--- src/rtl/serial_add_sched.sv ---
// Round-robin scheduler sharing one bit-serial full-adder slice between two requesters.
// Optional subtract mode (A-B) is enabled by defining SERIAL_ADD_SCHED_SUB_EN.
module serial_add_sched #(
  parameter int WIDTH = 8
) (
  input  logic             clk,
  input  logic             rst,
  input  logic             req0_valid,
  input  logic [WIDTH-1:0] req0_a,
  input  logic [WIDTH-1:0] req0_b,
`ifdef SERIAL_ADD_SCHED_SUB_EN
  input  logic             req0_sub,
`endif
  output logic             req0_ready,
  input  logic             req1_valid,
  input  logic [WIDTH-1:0] req1_a,
  input  logic [WIDTH-1:0] req1_b,
`ifdef SERIAL_ADD_SCHED_SUB_EN
  input  logic             req1_sub,
`endif
  output logic             req1_ready,
  output logic             rsp_valid,
  output logic             rsp_id,
  output logic [WIDTH-1:0] rsp_sum,
  output logic             rsp_cout,
  output logic             busy
);

  localparam int CW = (WIDTH > 2) ? $clog2(WIDTH) : 1;
  localparam logic [CW-1:0] LAST = CW'(WIDTH - 1);

  typedef enum logic [1:0] {
    IDLE = 2'd0,
    RUN  = 2'd1,
    DONE = 2'd2
  } state_t;

  // Two half adders plus carry OR; returns {carry_out, sum}.
  function automatic logic [1:0] full_add(input logic a, input logic b, input logic c);
    logic p;
    p = a ^ b;
    return {(a & b) | (c & p), p ^ c};
  endfunction

  state_t           state;
  logic [WIDTH-1:0] a_sr;
  logic [WIDTH-1:0] b_sr;
  logic [WIDTH-1:0] sum_sr;
  logic             carry;
  logic [CW-1:0]    cnt;
  logic             rr;
  logic             owner;

  logic             grant0;
  logic             grant1;
  logic [WIDTH-1:0] sel_a;
  logic [WIDTH-1:0] sel_b;
  logic             sel_sub;
  logic [1:0]       slice;
  logic [WIDTH-1:0] sum_next;

  // Grant only in IDLE; rr=1 means requester 1 is preferred on a tie.
  always_comb begin
    grant0 = 1'b0;
    grant1 = 1'b0;
    if ((state == IDLE) && !rst) begin
      grant0 = req0_valid && (!req1_valid || !rr);
      grant1 = req1_valid && (!req0_valid || rr);
    end else begin
      grant0 = 1'b0;
      grant1 = 1'b0;
    end
  end

  assign req0_ready = grant0;
  assign req1_ready = grant1;

  // Operand mux for the granted requester.
  always_comb begin
    sel_a   = req0_a;
    sel_b   = req0_b;
    sel_sub = 1'b0;
    if (grant1) begin
      sel_a = req1_a;
      sel_b = req1_b;
`ifdef SERIAL_ADD_SCHED_SUB_EN
      sel_sub = req1_sub;
`endif
    end else begin
      sel_a = req0_a;
      sel_b = req0_b;
`ifdef SERIAL_ADD_SCHED_SUB_EN
      sel_sub = req0_sub;
`endif
    end
  end

  assign slice    = full_add(a_sr[0], b_sr[0], carry);
  assign sum_next = {slice[0], sum_sr[WIDTH-1:1]};

  // Scheduler FSM, serial datapath and registered response.
  always_ff @(posedge clk) begin
    if (rst) begin
      state     <= IDLE;
      a_sr      <= '0;
      b_sr      <= '0;
      sum_sr    <= '0;
      carry     <= 1'b0;
      cnt       <= '0;
      rr        <= 1'b0;
      owner     <= 1'b0;
      rsp_valid <= 1'b0;
      rsp_id    <= 1'b0;
      rsp_sum   <= '0;
      rsp_cout  <= 1'b0;
      busy      <= 1'b0;
    end else begin
      case (state)
        IDLE: begin
          rsp_valid <= 1'b0;
          if (grant0 || grant1) begin
            a_sr  <= sel_a;
            // Subtraction is A + ~B + 1: invert B here, seed carry with 1.
            b_sr  <= sel_sub ? ~sel_b : sel_b;
            carry <= sel_sub;
            cnt   <= '0;
            owner <= grant1;
            rr    <= grant0;
            busy  <= 1'b1;
            state <= RUN;
          end else begin
            busy  <= 1'b0;
            state <= IDLE;
          end
        end
        RUN: begin
          a_sr   <= a_sr >> 1;
          b_sr   <= b_sr >> 1;
          sum_sr <= sum_next;
          carry  <= slice[1];
          if (cnt == LAST) begin
            cnt       <= '0;
            rsp_valid <= 1'b1;
            rsp_sum   <= sum_next;
            rsp_cout  <= slice[1];
            rsp_id    <= owner;
            state     <= DONE;
          end else begin
            cnt   <= cnt + CW'(1);
            state <= RUN;
          end
        end
        DONE: begin
          rsp_valid <= 1'b0;
          busy      <= 1'b0;
          state     <= IDLE;
        end
        default: begin
          rsp_valid <= 1'b0;
          busy      <= 1'b0;
          cnt       <= '0;
          state     <= IDLE;
        end
      endcase
    end
  end

endmodule

--- config.mk ---
export PLATFORM = sky130hd
export DESIGN_NAME = serial_add_sched
export DESIGN_NICKNAME = d
export VERILOG_FILES = /design/src/rtl/serial_add_sched.sv
export SDC_FILE = /design/constraint.sdc
export NUM_CORES = 1
export LEC_CHECK = 0
export CAP_MARGIN = 20
export CORE_MARGIN = 3
export CORE_UTILIZATION = 42
export DETAILED_ROUTE_END_ITERATION = 10
export PLACE_DENSITY = 0.72
export SLEW_MARGIN = 10
export SYNTH_ARGS = -nofsm -noshare
export SYNTH_HDL_FRONTEND = slang
export SYNTH_SLANG_ARGS = --single-unit
export TNS_END_PERCENT = 10
--- constraint.sdc ---
create_clock -name clk -period 1.6 [get_ports clk]
set_clock_uncertainty 0.2 [all_clocks]
set_input_delay 0.16 -clock clk [delete_from_list [all_inputs] [get_ports clk]]
set_output_delay 0.16 -clock clk [all_outputs]
set_load 0.02 [all_outputs]
**Word level (Yosys, flattened, before mapping)**

Cells that the tools add are included.

- Multiplexer cells: 18
- Reductions and logical operators: 17
- Bitwise operators: 7
- $add $sub $neg: 1
- Eq/ne operators: 4

Operators by type and width:

| cell | count |
|---|---|
| 8-bit 2-to-1 mux | 4 |
| 8-bit one-hot mux with 2 select lines | 2 |
| 3-bit one-hot mux with 3 select lines | 1 |
| 2-bit AND reduction | 4 |
| 3-bit 2-to-1 mux | 2 |
| 1-bit 2-to-1 mux | 5 |
| 1-bit logical NOT | 4 |
| 1-bit one-hot mux with 2 select lines | 2 |
| 2-bit one-hot mux with 2 select lines | 1 |
| 3-bit by 1-bit adder with 3-bit output, second input constant | 1 |
| 3-bit equality test, second input constant | 1 |
| 1-bit logical AND | 3 |
| 1-bit logical OR | 3 |
| 1-bit bitwise AND | 2 |
| 2-bit by 1-bit equality test with 1-bit output, second input constant | 1 |
| 2-bit equality test, second input constant | 1 |
| 2-bit logical NOT | 1 |
| 2-bit 2-to-1 mux | 1 |
| 2-bit by 1-bit inequality test with 1-bit output, second input constant | 1 |
| 1-bit NOT | 2 |
| 2-bit nonzero test | 1 |
| 2-bit OR reduction | 1 |
| 1-bit XOR | 2 |
| 1-bit bitwise OR | 1 |

- Register bits after elaboration: 44
- Logic and storage cells: 60
- Output and inout port bits: 14

**Longest topological paths before layout**

- Depth after elaboration: 7
- Mapped depth: 6
- Depth with buffers taken out: 5

**Worst setup path before layout**

OpenSTA, ideal clock, no wires.

- Path type: register -> register
- From: register state[0]
- To: register cnt[0]
- Period minus slack after synthesis: 1.446 ns
- Required time: 1.272 ns
- Data arrival time: 1.118 ns
- Stages on the path, launching flop included: 6
- Setup time: 0.128 ns
- Path buffers: 1
- Slack: 0.154 ns
- Cell sequence: dfxtp_1 -> nor3_1 -> o21ai_1 -> buf_2 -> a31oi_1 -> nor2_1

- Word-level cells in the longest chain between the ends: 6

Ends and longest elaborated chain:

| element | RTL line | text |
|---|---|---|
| start: declaration | 45 | `state_t state;` |
| start signal: assignment | 104 | `state <= IDLE;` |
| start signal: assignment | 130 | `state <= RUN;` |
| start signal: assignment | 133 | `state <= IDLE;` |
| 2-bit logical NOT | 66, 118 |  |
| 1-bit logical AND | 66 | `if ((state == IDLE) && !rst) begin` |
| 1-bit 2-to-1 mux | 66 |  |
| 1-bit logical OR | 121 | `if (grant0 \|\| grant1) begin` |
| 2-bit by 1-bit inequality test with 1-bit output (no source line) | n/a |  |
| 2-bit AND reduction (no source line) | n/a |  |
| end signal: assignment | 149 | `cnt <= cnt + CW'(1);` |
| end: declaration | 50 | `logic [CW-1:0] cnt;` |

Several ways; a longest one is shown, not always the timed one.
A chain may end at the register's enable or synchronous reset.

**Worst setup path after layout**

- From: register state[0]
- To: register a_sr[2]

- Word-level cells in the longest chain between the ends: 6

Ends and longest elaborated chain:

| element | RTL line | text |
|---|---|---|
| 2-bit logical NOT | 66, 118 |  |
| 1-bit logical AND | 66 |  |
| 1-bit 2-to-1 mux | 66 |  |
| 8-bit 2-to-1 mux or 1-bit logical OR (tied branches) | 83, 121 |  |
| 8-bit 2-to-1 mux or 2-bit by 1-bit inequality test with 1-bit output (tied branches) | n/a |  |
| 8-bit one-hot mux with 2 select lines or 2-bit AND reduction (tied branches) | n/a |  |
| end signal: assignment | 122 | `a_sr <= sel_a;` |
| end signal: assignment | 137 | `a_sr <= a_sr >> 1;` |
| end: declaration | 46 | `logic [WIDTH-1:0] a_sr;` |

Several ways; a longest one is shown, not always the timed one. The select of a mux whose other input is x is not followed.

==> results.json <==
{
  "hold_class": "in2reg",
  "critPathRequiredTime_ns": 1.63,
  "start_util_pct": 45.8,
  "finalCritPeriodShare_pct": 102,
  "arrival_ns": 1.66,
  "post-place-cells": 304,
  "place_congestion": 0.791,
  "synth-compound-area-share_pct": 20.9,
  "seqCellArea_um2": 863,
  "relSlewSlack_pct": 83.3,
  "io_pins": 50,
  "cts_buffers": 5,
  "tritoncts": "done",
  "ctsLongestPathBuffers": 2,
  "rows": 22,
  "synth_top_family_by_area": "compound AO/OA/AOI/OAI gates",
  "async_reset_ff_share_pct": 0,
  "p_per_area_nw_per_um2": 883,
  "dieWidth_um": 70.8,
  "multi_input_area_um2": 855,
  "cts_max_level": 2,
  "synth.most_common_cell": "nand2_1",
  "maxCapViolCount": 0,
  "post-route-cell-area_um2": 2600,
  "ctsHoldBuffers": 0,
  "postRouteAntennaNets": 0,
  "drt-total-wl_um": 3960,
  "synth_edf_count": 0,
  "grt_start_max_net_pins": 30,
  "io_buffers": 49,
  "drive_gt1_share_pct": 14.0,
  "synth_simple_gate_area_share_pct": 16.1,
  "initialDrtViolationCount": 102,
  "ir_drop_mv": 0.509,
  "final_nets": 303,
  "final.setup.tns_ns": -0.197,
  "rsz0062_at_grt": "yes",
  "synthAdderAreaFrac_pct": 2.55,
  "violations": "negative setup slack",
  "ys_seq_elements": 43,
  "syn_area_um2": 1760,
  "wl_per_cell_um": 12.7,
  "synth-xor-area-share_pct": 0,
  "fillers": 340,
  "insertion_delay_ns": 0.29,
  "first_global_vias": 1460,
  "vias_per_cell": 5.10,
  "area_growth_pct": 47.5,
  "ys_seq_area_share_pct": 48.8,
  "cts.sinks": 43,
  "vias": 1590,
  "antenna_cells": 0,
  "drtPass1Iterations": 5,
  "status": "finished, violations left",
  "slew_viol_final": 0,
  "reg2reg_setup_slack_ns": -0.04,
  "instances_no_fill": 312,
  "hold_viol_final": 0,
  "max_clock_freq_ghz": 0.612,
  "synth.top_cell.area_share_pct": 48.8,
  "cp-end-kind": "flip-flop",
  "min_period_ns": 1.64,
  "tightest_slew_ns": 0.250,
  "route.detailed.drc": 0,
  "syn_inst": 199,
  "core_area_um2": 3850,
  "synth_cell_types": 28,
  "grt_usage_pct": 15.2,
  "yosysWarnings": 0,
  "grt_overflow_total": 0,
  "dieArea_um2": 5010,
  "hpwl_um": 2790,
  "avgSynthCellArea_um2": 8.87,
  "ys_top_cells_by_count": "nand2_1, dfxtp_1, a21oi_1",
  "path_clk_slew_ns": 0.08,
  "placed_area_um2": 2440,
  "post-cts-setup-buffers": 0,
  "root_buffer": "clkbuf_8",
  "muxShareOfSynthArea_pct": 7.94,
  "setup_ws_ns": -0.0353,
  "synth_flop_cell": "dfxtp_1",
  "antenna_found_initial": 0,
  "critPathLaunchType": "flip-flop",
  "leakagePower_uw": 0.00117,
  "synth_nets": 238,
  "synthTopCellsByArea": "dfxtp_1, nand2_1, mux2i_1",
  "die_y_um": 70.8,
  "synth_top_area_cell": "dfxtp_1",
  "crit_type": "reg2reg",
  "cp_max_fo": 7,
  "grt_pass1_wl_um": 6150,
  "setup_viol": 9
}
critical path: stages, from the launching register on:
cell	delay [ns]
dfxtp_2	0.35
buf_6	0.13
or3_4	0.35
a21oi_4	0.21
clkbuf_16	0.18
a22oi_1	0.07
o21ai_1	0.08
kinds of logic after synthesis:
logic type / count (synthesis)
buffers and inverters: 13
multiplexers: 14
flip-flops: 43
AO/OA/AOI/OAI: 61
adder cells (fa/ha/maj): 3
AND/OR/NAND/NOR: 65
metrics by stage:
step / hold WS, ns / util [%] / power [uW] / setup slack (ns)
CTS: 0.230 / 65.7 / 2300 / 0.00249
detailed placement: 0.245 / 63.2 / 1510 / -0.342
global route: 0.239 / 67.5 / 2380 / -0.0801
finish: 0.231 / 67.5 / 2300 / -0.0353
global placement: 0.241 / 63.2 / 1500 / -0.323
floorplan: 0.0761 / - / 1330 / 0.154
final cells by class:
class / count / share of cell area [%]
clock buffer: 5 / 2.64
clock inverter: 2 / 1.44
inverter: 2 / 0.288
multi-input combinational: 143 / 32.8
sequential: 43 / 33.2
tap: 48 / 2.31
timing repair buffer: 69 / 27.3
path summary, 6_finish.rpt:
kind                            startpoint          to  cells after the start
worst min register to register  rsp_sum[0]  rsp_sum[0]                      2
worst max-delay path              state[0]     a_sr[2]                      6
worst max register to register    state[0]     a_sr[2]                      6
worst min-delay path             req0_a[7]     a_sr[7]                      3
power by group:
group | total [uW] | internal [uW] | switching (uW)
Clock | 804 | 456 | 348
Combinational | 338 | 193 | 145
Sequential | 1160 | 1120 | 33.3
layer usage:
metal	routed length (um)	GRT usage, %
met4	65	6.26
met2	1880	25.4
met3	191	3.55
met1	1820	18.8
met5	0	0
cell usage in the layout (no fill, tap or decap), types with 2 or more instances in the layout:
master and n:
nor2_1 4, a21oi_1 25, dfxtp_2 2, o21ai_1 7, buf_12 3, ha_1 2, dfxtp_1 41, nand2_1 43
inv_1 2, buf_4 15, a22oi_1 15, clkbuf_8 5, and3_1 2, nand2b_1 3, and2_1 3, o21ai_0 8
dlymetal6s2s_1 8, mux2i_1 14, clkdlybuf4s50_1 35, buf_6 2, a221oi_1 2, dlygate4sd2_1 4, nand3_1 4, nand2_2 2
state kept, by name (all words and copies together) (netlist names):
name       count
cnt            3
a_sr           8
sum_sr         7
rsp_sum        8
busy           1
state          2
rsp_id         1
rsp_cout       1
owner          1
rsp_valid      1
rr             1
carry          1
b_sr           8
timing repair:
action                                  in CTS  in global routing
gates resized for setup                     13                 22
cloned                                       0                  1
endpoints found under the setup margin       6                 36
pin swaps                                    0                  1
No activity file was read; power rests on OpenSTA's default activity.
